`src/rtl/conv_pkg.sv`:
```
// Shared defaults, FSM state encoding and operand lane indexing for the
// convolution multiply-accumulate engine.
package conv_pkg;

  localparam int DEF_LANES      = 3;
  localparam int DEF_BIT_LENGTH = 16;
  localparam int DEF_OUT_WIDTH  = 16;
  localparam int DEF_BEATS_W    = 8;

  typedef enum logic [1:0] {
    IDLE,
    ACCUM,
    DRAIN,
    OUTPUT
  } convState_t;

  // Low bit index of a lane inside a flat operand bus.
  function automatic int laneLo(input int lane, input int width);
    return lane * width;
  endfunction

endpackage

```
`src/rtl/conv_lane_sum.sv`:
```
// Per-lane masked multipliers with registered products (E0) followed by a
// registered adder tree that folds all lanes into one accumulator-wide sum (E1).
module conv_lane_sum
  import conv_pkg::*;
#(
  parameter int LANES      = DEF_LANES,
  parameter int BIT_LENGTH = DEF_BIT_LENGTH,
  parameter int ACC_WIDTH  = 2*DEF_BIT_LENGTH+8
) (
  input  logic                          clk,
  input  logic                          rst,
  input  logic                          beatValid,
  input  logic                          isSigned,
  input  logic [LANES-1:0]              laneMask,
  input  logic [LANES*BIT_LENGTH-1:0]   multiplier,
  input  logic [LANES*BIT_LENGTH-1:0]   multiplicand,
  output logic [ACC_WIDTH-1:0]          laneSum,
  output logic                          sumValid
);

  localparam int PW = 2*BIT_LENGTH;

  logic [PW-1:0]        prodComb [LANES];
  logic [PW-1:0]        prodReg  [LANES];
  logic                 prodValid;
  logic [ACC_WIDTH-1:0] treeSum;

  // Operands are extended to full product width first, so the low PW bits
  // of a plain multiply are correct for both signed and unsigned modes.
  for (genvar i = 0; i < LANES; i++) begin : gLane
    logic [BIT_LENGTH-1:0] opA, opB;
    logic [PW-1:0]         extA, extB;
    assign opA  = multiplier[laneLo(i, BIT_LENGTH) +: BIT_LENGTH];
    assign opB  = multiplicand[laneLo(i, BIT_LENGTH) +: BIT_LENGTH];
    assign extA = {{BIT_LENGTH{isSigned & opA[BIT_LENGTH-1]}}, opA};
    assign extB = {{BIT_LENGTH{isSigned & opB[BIT_LENGTH-1]}}, opB};
    assign prodComb[i] = laneMask[i] ? extA * extB : '0;
  end

  always_ff @(posedge clk or posedge rst) begin
    if (rst) begin
      prodValid <= 1'b0;
      for (int i = 0; i < LANES; i++) prodReg[i] <= '0;
    end else begin
      prodValid <= beatValid;
      if (beatValid) begin
        for (int i = 0; i < LANES; i++) prodReg[i] <= prodComb[i];
      end
    end
  end

  always_comb begin
    treeSum = '0;
    for (int i = 0; i < LANES; i++) begin
      treeSum = treeSum + {{(ACC_WIDTH-PW){isSigned & prodReg[i][PW-1]}}, prodReg[i]};
    end
  end

  always_ff @(posedge clk or posedge rst) begin
    if (rst) begin
      laneSum  <= '0;
      sumValid <= 1'b0;
    end else begin
      laneSum  <= treeSum;
      sumValid <= prodValid;
    end
  end

endmodule

```
`src/rtl/conv_mac_engine.sv`:
```
// Multi-lane convolution MAC: accumulates lane sums over a programmable beat
// count, then shifts, saturates and offers the result on a valid/ready port.
module conv_mac_engine
  import conv_pkg::*;
#(
  parameter int LANES      = DEF_LANES,
  parameter int BIT_LENGTH = DEF_BIT_LENGTH,
  parameter int ACC_WIDTH  = 2*BIT_LENGTH+8,
  parameter int OUT_WIDTH  = DEF_OUT_WIDTH,
  parameter int BEATS_W    = DEF_BEATS_W
) (
  input  logic                        Clk,
  input  logic                        Rst,
  input  logic                        start,
  input  logic [BEATS_W-1:0]          cfg_beats,
  input  logic [4:0]                  cfg_shift,
  input  logic                        cfg_signed,
  input  logic [LANES-1:0]            lane_en,
  input  logic                        in_valid,
  output logic                        in_ready,
  input  logic [LANES*BIT_LENGTH-1:0] multiplier_input,
  input  logic [LANES*BIT_LENGTH-1:0] multiplicand_input,
  output logic                        out_valid,
  input  logic                        out_ready,
  output logic [OUT_WIDTH-1:0]        out_data,
  output logic                        out_sat,
  output logic                        busy,
  output logic                        done
);

  convState_t           state, stateNext;
  logic [BEATS_W-1:0]   beatsReg, beatCount;
  logic [4:0]           shiftReg;
  logic                 signedReg;
  logic [LANES-1:0]     laneMask;
  logic                 drainCnt;
  logic [ACC_WIDTH-1:0] acc, laneSum, shifted;
  logic                 sumValid;
  logic                 outValidReg, outSatReg;
  logic [OUT_WIDTH-1:0] outDataReg, clampData;
  logic                 clampSat;
  logic                 accept, lastBeat, handshake;

  assign in_ready  = (state == ACCUM);
  assign accept    = in_valid && in_ready;
  assign lastBeat  = accept && (beatCount == beatsReg - BEATS_W'(1));
  assign handshake = outValidReg && out_ready;
  assign out_valid = outValidReg;
  assign out_data  = outDataReg;
  assign out_sat   = outSatReg;
  assign busy      = (state != IDLE);
  assign done      = handshake;

  conv_lane_sum #(
    .LANES      (LANES),
    .BIT_LENGTH (BIT_LENGTH),
    .ACC_WIDTH  (ACC_WIDTH)
  ) uLaneSum (
    .clk          (Clk),
    .rst          (Rst),
    .beatValid    (accept),
    .isSigned     (signedReg),
    .laneMask     (laneMask),
    .multiplier   (multiplier_input),
    .multiplicand (multiplicand_input),
    .laneSum      (laneSum),
    .sumValid     (sumValid)
  );

  always_ff @(posedge Clk or posedge Rst) begin
    if (Rst) state <= IDLE;
    else     state <= stateNext;
  end

  // DRAIN spans the lane-sum and accumulate edges; OUTPUT's first edge loads the result.
  always_comb begin
    stateNext = state;
    case (state)
      IDLE:    if (start)     stateNext = ACCUM;
      ACCUM:   if (lastBeat)  stateNext = DRAIN;
      DRAIN:   if (drainCnt)  stateNext = OUTPUT;
      OUTPUT:  if (handshake) stateNext = IDLE;
      default:                stateNext = IDLE;
    endcase
  end

  always_ff @(posedge Clk or posedge Rst) begin
    if (Rst) begin
      beatsReg  <= '0;
      beatCount <= '0;
      shiftReg  <= '0;
      signedReg <= 1'b0;
      laneMask  <= '0;
      drainCnt  <= 1'b0;
      acc       <= '0;
    end else begin
      if (state == IDLE && start) begin
        beatsReg  <= (cfg_beats == '0) ? BEATS_W'(1) : cfg_beats;
        shiftReg  <= cfg_shift;
        signedReg <= cfg_signed;
        laneMask  <= lane_en;
        beatCount <= '0;
        acc       <= '0;
      end else begin
        if (accept)   beatCount <= beatCount + BEATS_W'(1);
        if (sumValid) acc <= acc + laneSum;
      end
      drainCnt <= (state == DRAIN) ? ~drainCnt : 1'b0;
    end
  end

  always_comb begin
    if (signedReg) shifted = ACC_WIDTH'($signed(acc) >>> shiftReg);
    else           shifted = acc >> shiftReg;
    clampData = shifted[OUT_WIDTH-1:0];
    clampSat  = 1'b0;
    if (signedReg) begin
      if (!(&shifted[ACC_WIDTH-1:OUT_WIDTH-1]) && (|shifted[ACC_WIDTH-1:OUT_WIDTH-1])) begin
        clampSat  = 1'b1;
        clampData = shifted[ACC_WIDTH-1] ? {1'b1, {(OUT_WIDTH-1){1'b0}}}
                                         : {1'b0, {(OUT_WIDTH-1){1'b1}}};
      end
    end else if (|shifted[ACC_WIDTH-1:OUT_WIDTH]) begin
      clampSat  = 1'b1;
      clampData = '1;
    end
  end

  always_ff @(posedge Clk or posedge Rst) begin
    if (Rst) begin
      outValidReg <= 1'b0;
      outDataReg  <= '0;
      outSatReg   <= 1'b0;
    end else if (state == OUTPUT && !outValidReg) begin
      outValidReg <= 1'b1;
      outDataReg  <= clampData;
      outSatReg   <= clampSat;
    end else if (handshake) begin
      outValidReg <= 1'b0;
    end
  end

endmodule

```
`config.mk`:
```
export PLATFORM = sky130hd
export DESIGN_NAME = conv_mac_engine
export DESIGN_NICKNAME = d
export VERILOG_FILES = /design/src/rtl/conv_pkg.sv /design/src/rtl/conv_lane_sum.sv /design/src/rtl/conv_mac_engine.sv
export SDC_FILE = /design/constraint.sdc
export NUM_CORES = 2
export LEC_CHECK = 0
export CAP_MARGIN = 5
export CORE_MARGIN = 2
export CORE_UTILIZATION = 65
export CTS_CLUSTER_DIAMETER = 40
export DETAILED_ROUTE_END_ITERATION = 8
export PLACE_DENSITY = 0.84
export SETUP_SLACK_MARGIN = 0.5
export SLEW_MARGIN = 40
export SYNTH_ARGS = -nofsm -noshare
export SYNTH_HDL_FRONTEND = slang
export SYNTH_SLANG_ARGS = --single-unit
```
`constraint.sdc`:
```
create_clock -name Clk -period 11.56 [get_ports Clk]
set_input_delay 3.468 -clock Clk [delete_from_list [all_inputs] [get_ports Clk]]
set_output_delay 3.468 -clock Clk [all_outputs]
set_load 0.02 [all_outputs]
```
==> reports/qor.yml <==
outcome:
  status: "complete, no violations"
critical_path:
  crit_path_start_kind: "primary input"
  path_class: "in -> reg"
  crit_path_end_kind: "flop"
  crit_fanout: 17
  cp.arrival_ps: 10820
  required_ps: 11970
timing:
  fin_setup_tns_ps: 0
  setup_ws_ps: 1150
  drv_slew: 0
  tightest_slew_ps: 835
  relSlewSlack_pct: 44.2
  hold_viol_final: 0
  fin_skew_ps: 13.2
  fin_crit_ps: 10410
  min_period_over_period_pct: 90.1
  rsz0062_at_grt: "no"
  setup_viol: 0
  max_freq_ghz: 0.0960
layout:
  regArea_sq_um: 5610
  insertedDiodeCount: 0
  layout-drive-gt1-share_pct: 3.89
  final_area_sq_um: 50400
  area_growth_pct: 7.40
  fill_cells: 5252
  layout.nets: 6564
  finish.utilization_pct: 70.5
  multi_input_area_sq_um: 36800
logic_synthesis:
  ys_top_cells_by_area: "fa_1 (36%), dfrtp_1 (12%), ha_1 (9.6%), inv_1 (8.0%), nand2_1 (5.8%)"
  avgSynthCellArea_sq_um: 8.98
  synthMuxAreaShare_pct: 3.09
  synth-compound-area-share_pct: 8.98
  yosys.area_share.simple_pct: 16.4
  synth_top_family_by_area: "adder cells"
  synth_top_area_cell: "fa_1"
  synthesis.instances: 5229
  synth-edff-count: 0
  synth-adder-area-share_pct: 45.8
  ys_seq_area_share_pct: 11.9
  synth_seq_cells: 224
  yosysMostFrequentCell: "inv_1"
  syn-num-nets: 6555
  ys.flop_type: "dfrtp_1"
  async_reset_ff_share_pct: 100
  yosys.area_share.xor_xnor_pct: 4.10
  synth_top_cells_by_count: "inv_1 (1000), fa_1 (849), nand2_1 (726)"
  ys_warn_count: 0
  yosysUniqueCellTypes: 88
  synth.top_cell.area_share_pct: 36.2
  synth_area_sq_um: 47000
clock_tree:
  clk_pin_slew_ps: 60
  cts_made_buffers: 37
  cts_setup_buffers: 0
  clk_latency_ps: 560
  ctsLongestPathBuffers: 3
  cts_root_buf: "clkbuf_16"
  ctsHoldBuffers: 0
  htree_levels: 2
  cts_resized: 0
  cts_sinks: 224
  cts_tree: "built"
place:
  place_congestion: 0.964
  dpl_cell_area_sq_um: 49000
  dp_worst_setup_slack_ps: 712
  io_buffers: 138
  dp_hpwl_um: 90300
routing:
  wl_per_cell_um: 18.0
  dr.pass1.iters: 6
  wirelength_um: 112000
  post_drt_via_cell_ratio: 5.81
  via_count: 36100
  drt_iter0_drc: 2726
  ant_nets: 0
  drc: 0
grt:
  antenna_found_initial: 0
  gr-max-usage-layer: "met2"
  grt_max_degree: 87
  met1_usage_pct: 41.8
  grt_pass1_vias: 38400
  grt-ovfl-total: 0
  grt_use_met3_pct: 3.89
  use_met2_pct: 53.7
  grt_first_pass_wirelength_um: 190000
  grt_usage_pct: 31.7
floorplanning:
  ioPinCount: 139
  start_util_pct: 65.7
  die_y_um: 273
  coreArea_sq_um: 71500
  num_rows: 98
  dieArea_sq_um: 74400
  die_x_um: 273
flow_run:
  drv_cap: 0
worst_hold_path:
  hold_path.class: "reg -> reg"
flip-flops by register name (all words and copies together) (netlist names):
register,cells
uLaneSum.prodValid,1
uLaneSum.laneSum,40
drainCnt,1
laneMask,3
out_data,16
beatCount,8
out_sat,1
uLaneSum.prodReg,96
beatsReg,8
signedReg,1
uLaneSum.sumValid,1
shiftReg,5
acc,40
state,2
out_valid,1
per-stage QoR:
stage | std cells | hold WS (ps)
3_3_place_gp | 6149 | 337
6_report | 6216 | 354
5_1_grt | 6216 | 363
4_1_cts | 6216 | 357
3_5_place_dp | 6149 | 346
2_1_floorplan | 5229 | 331
layout by cell type (no fill, tap or decap), types with 12 or more instances in the layout:
cell type        count
or3_1               21
o21bai_1            35
nand4_1             23
nor3_1              39
nor2b_1             17
o21ai_0            169
a21o_1              63
xor2_1              65
o211ai_1            16
or2_2               25
o21a_1              14
ha_1               359
nand2_1            725
mux2_2              12
clkdlybuf4s50_1    138
a31oi_1             17
xnor2_1            155
buf_4               39
mux2i_1             56
and2_1             384
and3_1              38
mux4_2              33
inv_1              999
o21ai_1             34
nand2b_1            30
nand3_1             72
nor2_1             180
a21oi_1            168
a211oi_1            31
fa_1               849
o31ai_1             16
clkbuf_16           37
dfrtp_1            220
cell type report:
type / instances / area share (%)
multi-input combinational: 3794 / 73.0
sequential: 224 / 11.1
inverter: 1002 / 7.48
timing repair buffer: 179 / 3.36
tap: 950 / 2.36
clock buffer: 39 / 1.89
clock inverter: 28 / 0.829
worst paths after layout:
check	startpoint	end	slack (ps)	cells after the start
setup / recovery	multiplicand_input[24]	uLaneSum.prodReg[63]	1150	26
hold / removal	uLaneSum.prodValid	uLaneSum.sumValid	350	0
setup reg to reg	signedReg	uLaneSum.prodReg[63]	3390	25
hold reg to reg	uLaneSum.prodValid	uLaneSum.sumValid	350	0
max in group asynchronous	Rst	uLaneSum.prodReg[22]	7090	3
min in group asynchronous	Rst	acc[6]	3400	2
metal layers:
| metal | vias up | wire (um) |
|---|---|---|
| met5 | - | 0 |
| met4 | 0 | 4760 |
| met3 | 315 | 7320 |
| met2 | 1360 | 55100 |
| met1 | 18100 | 45000 |
| li1 | 16400 | - |
worst max-delay path, stage by stage:
cell and delay [ps]:
clkdlybuf4s50_1 990, nand2_1 190, fa_1 590, inv_1 60, fa_1 510, inv_1 60
fa_1 530, inv_1 50, fa_1 450, fa_1 490, inv_1 50, fa_1 470
inv_1 40, ha_1 300, inv_1 120, o221ai_1 130, a22oi_1 300, a211oi_1 200
nor2_1 200, a21oi_1 90, a21oi_1 230, o21bai_1 130, a2111oi_0 660, o31ai_1 200
xnor2_1 200, o21ai_0 90
kinds of logic after synthesis:
group                    count (synthesis)
multiplexers                           102
flip-flops                             224
XOR/XNOR                               220
AO/OA/AOI/OAI                          663
AND/OR/NAND/NOR                       1601
buffers and inverters                 1211
adder cells (fa/ha/maj)               1208
Power is left out: the tool's default activity adds up to more than one toggle a clock period on the data nets, which glitch-free logic cannot reach.
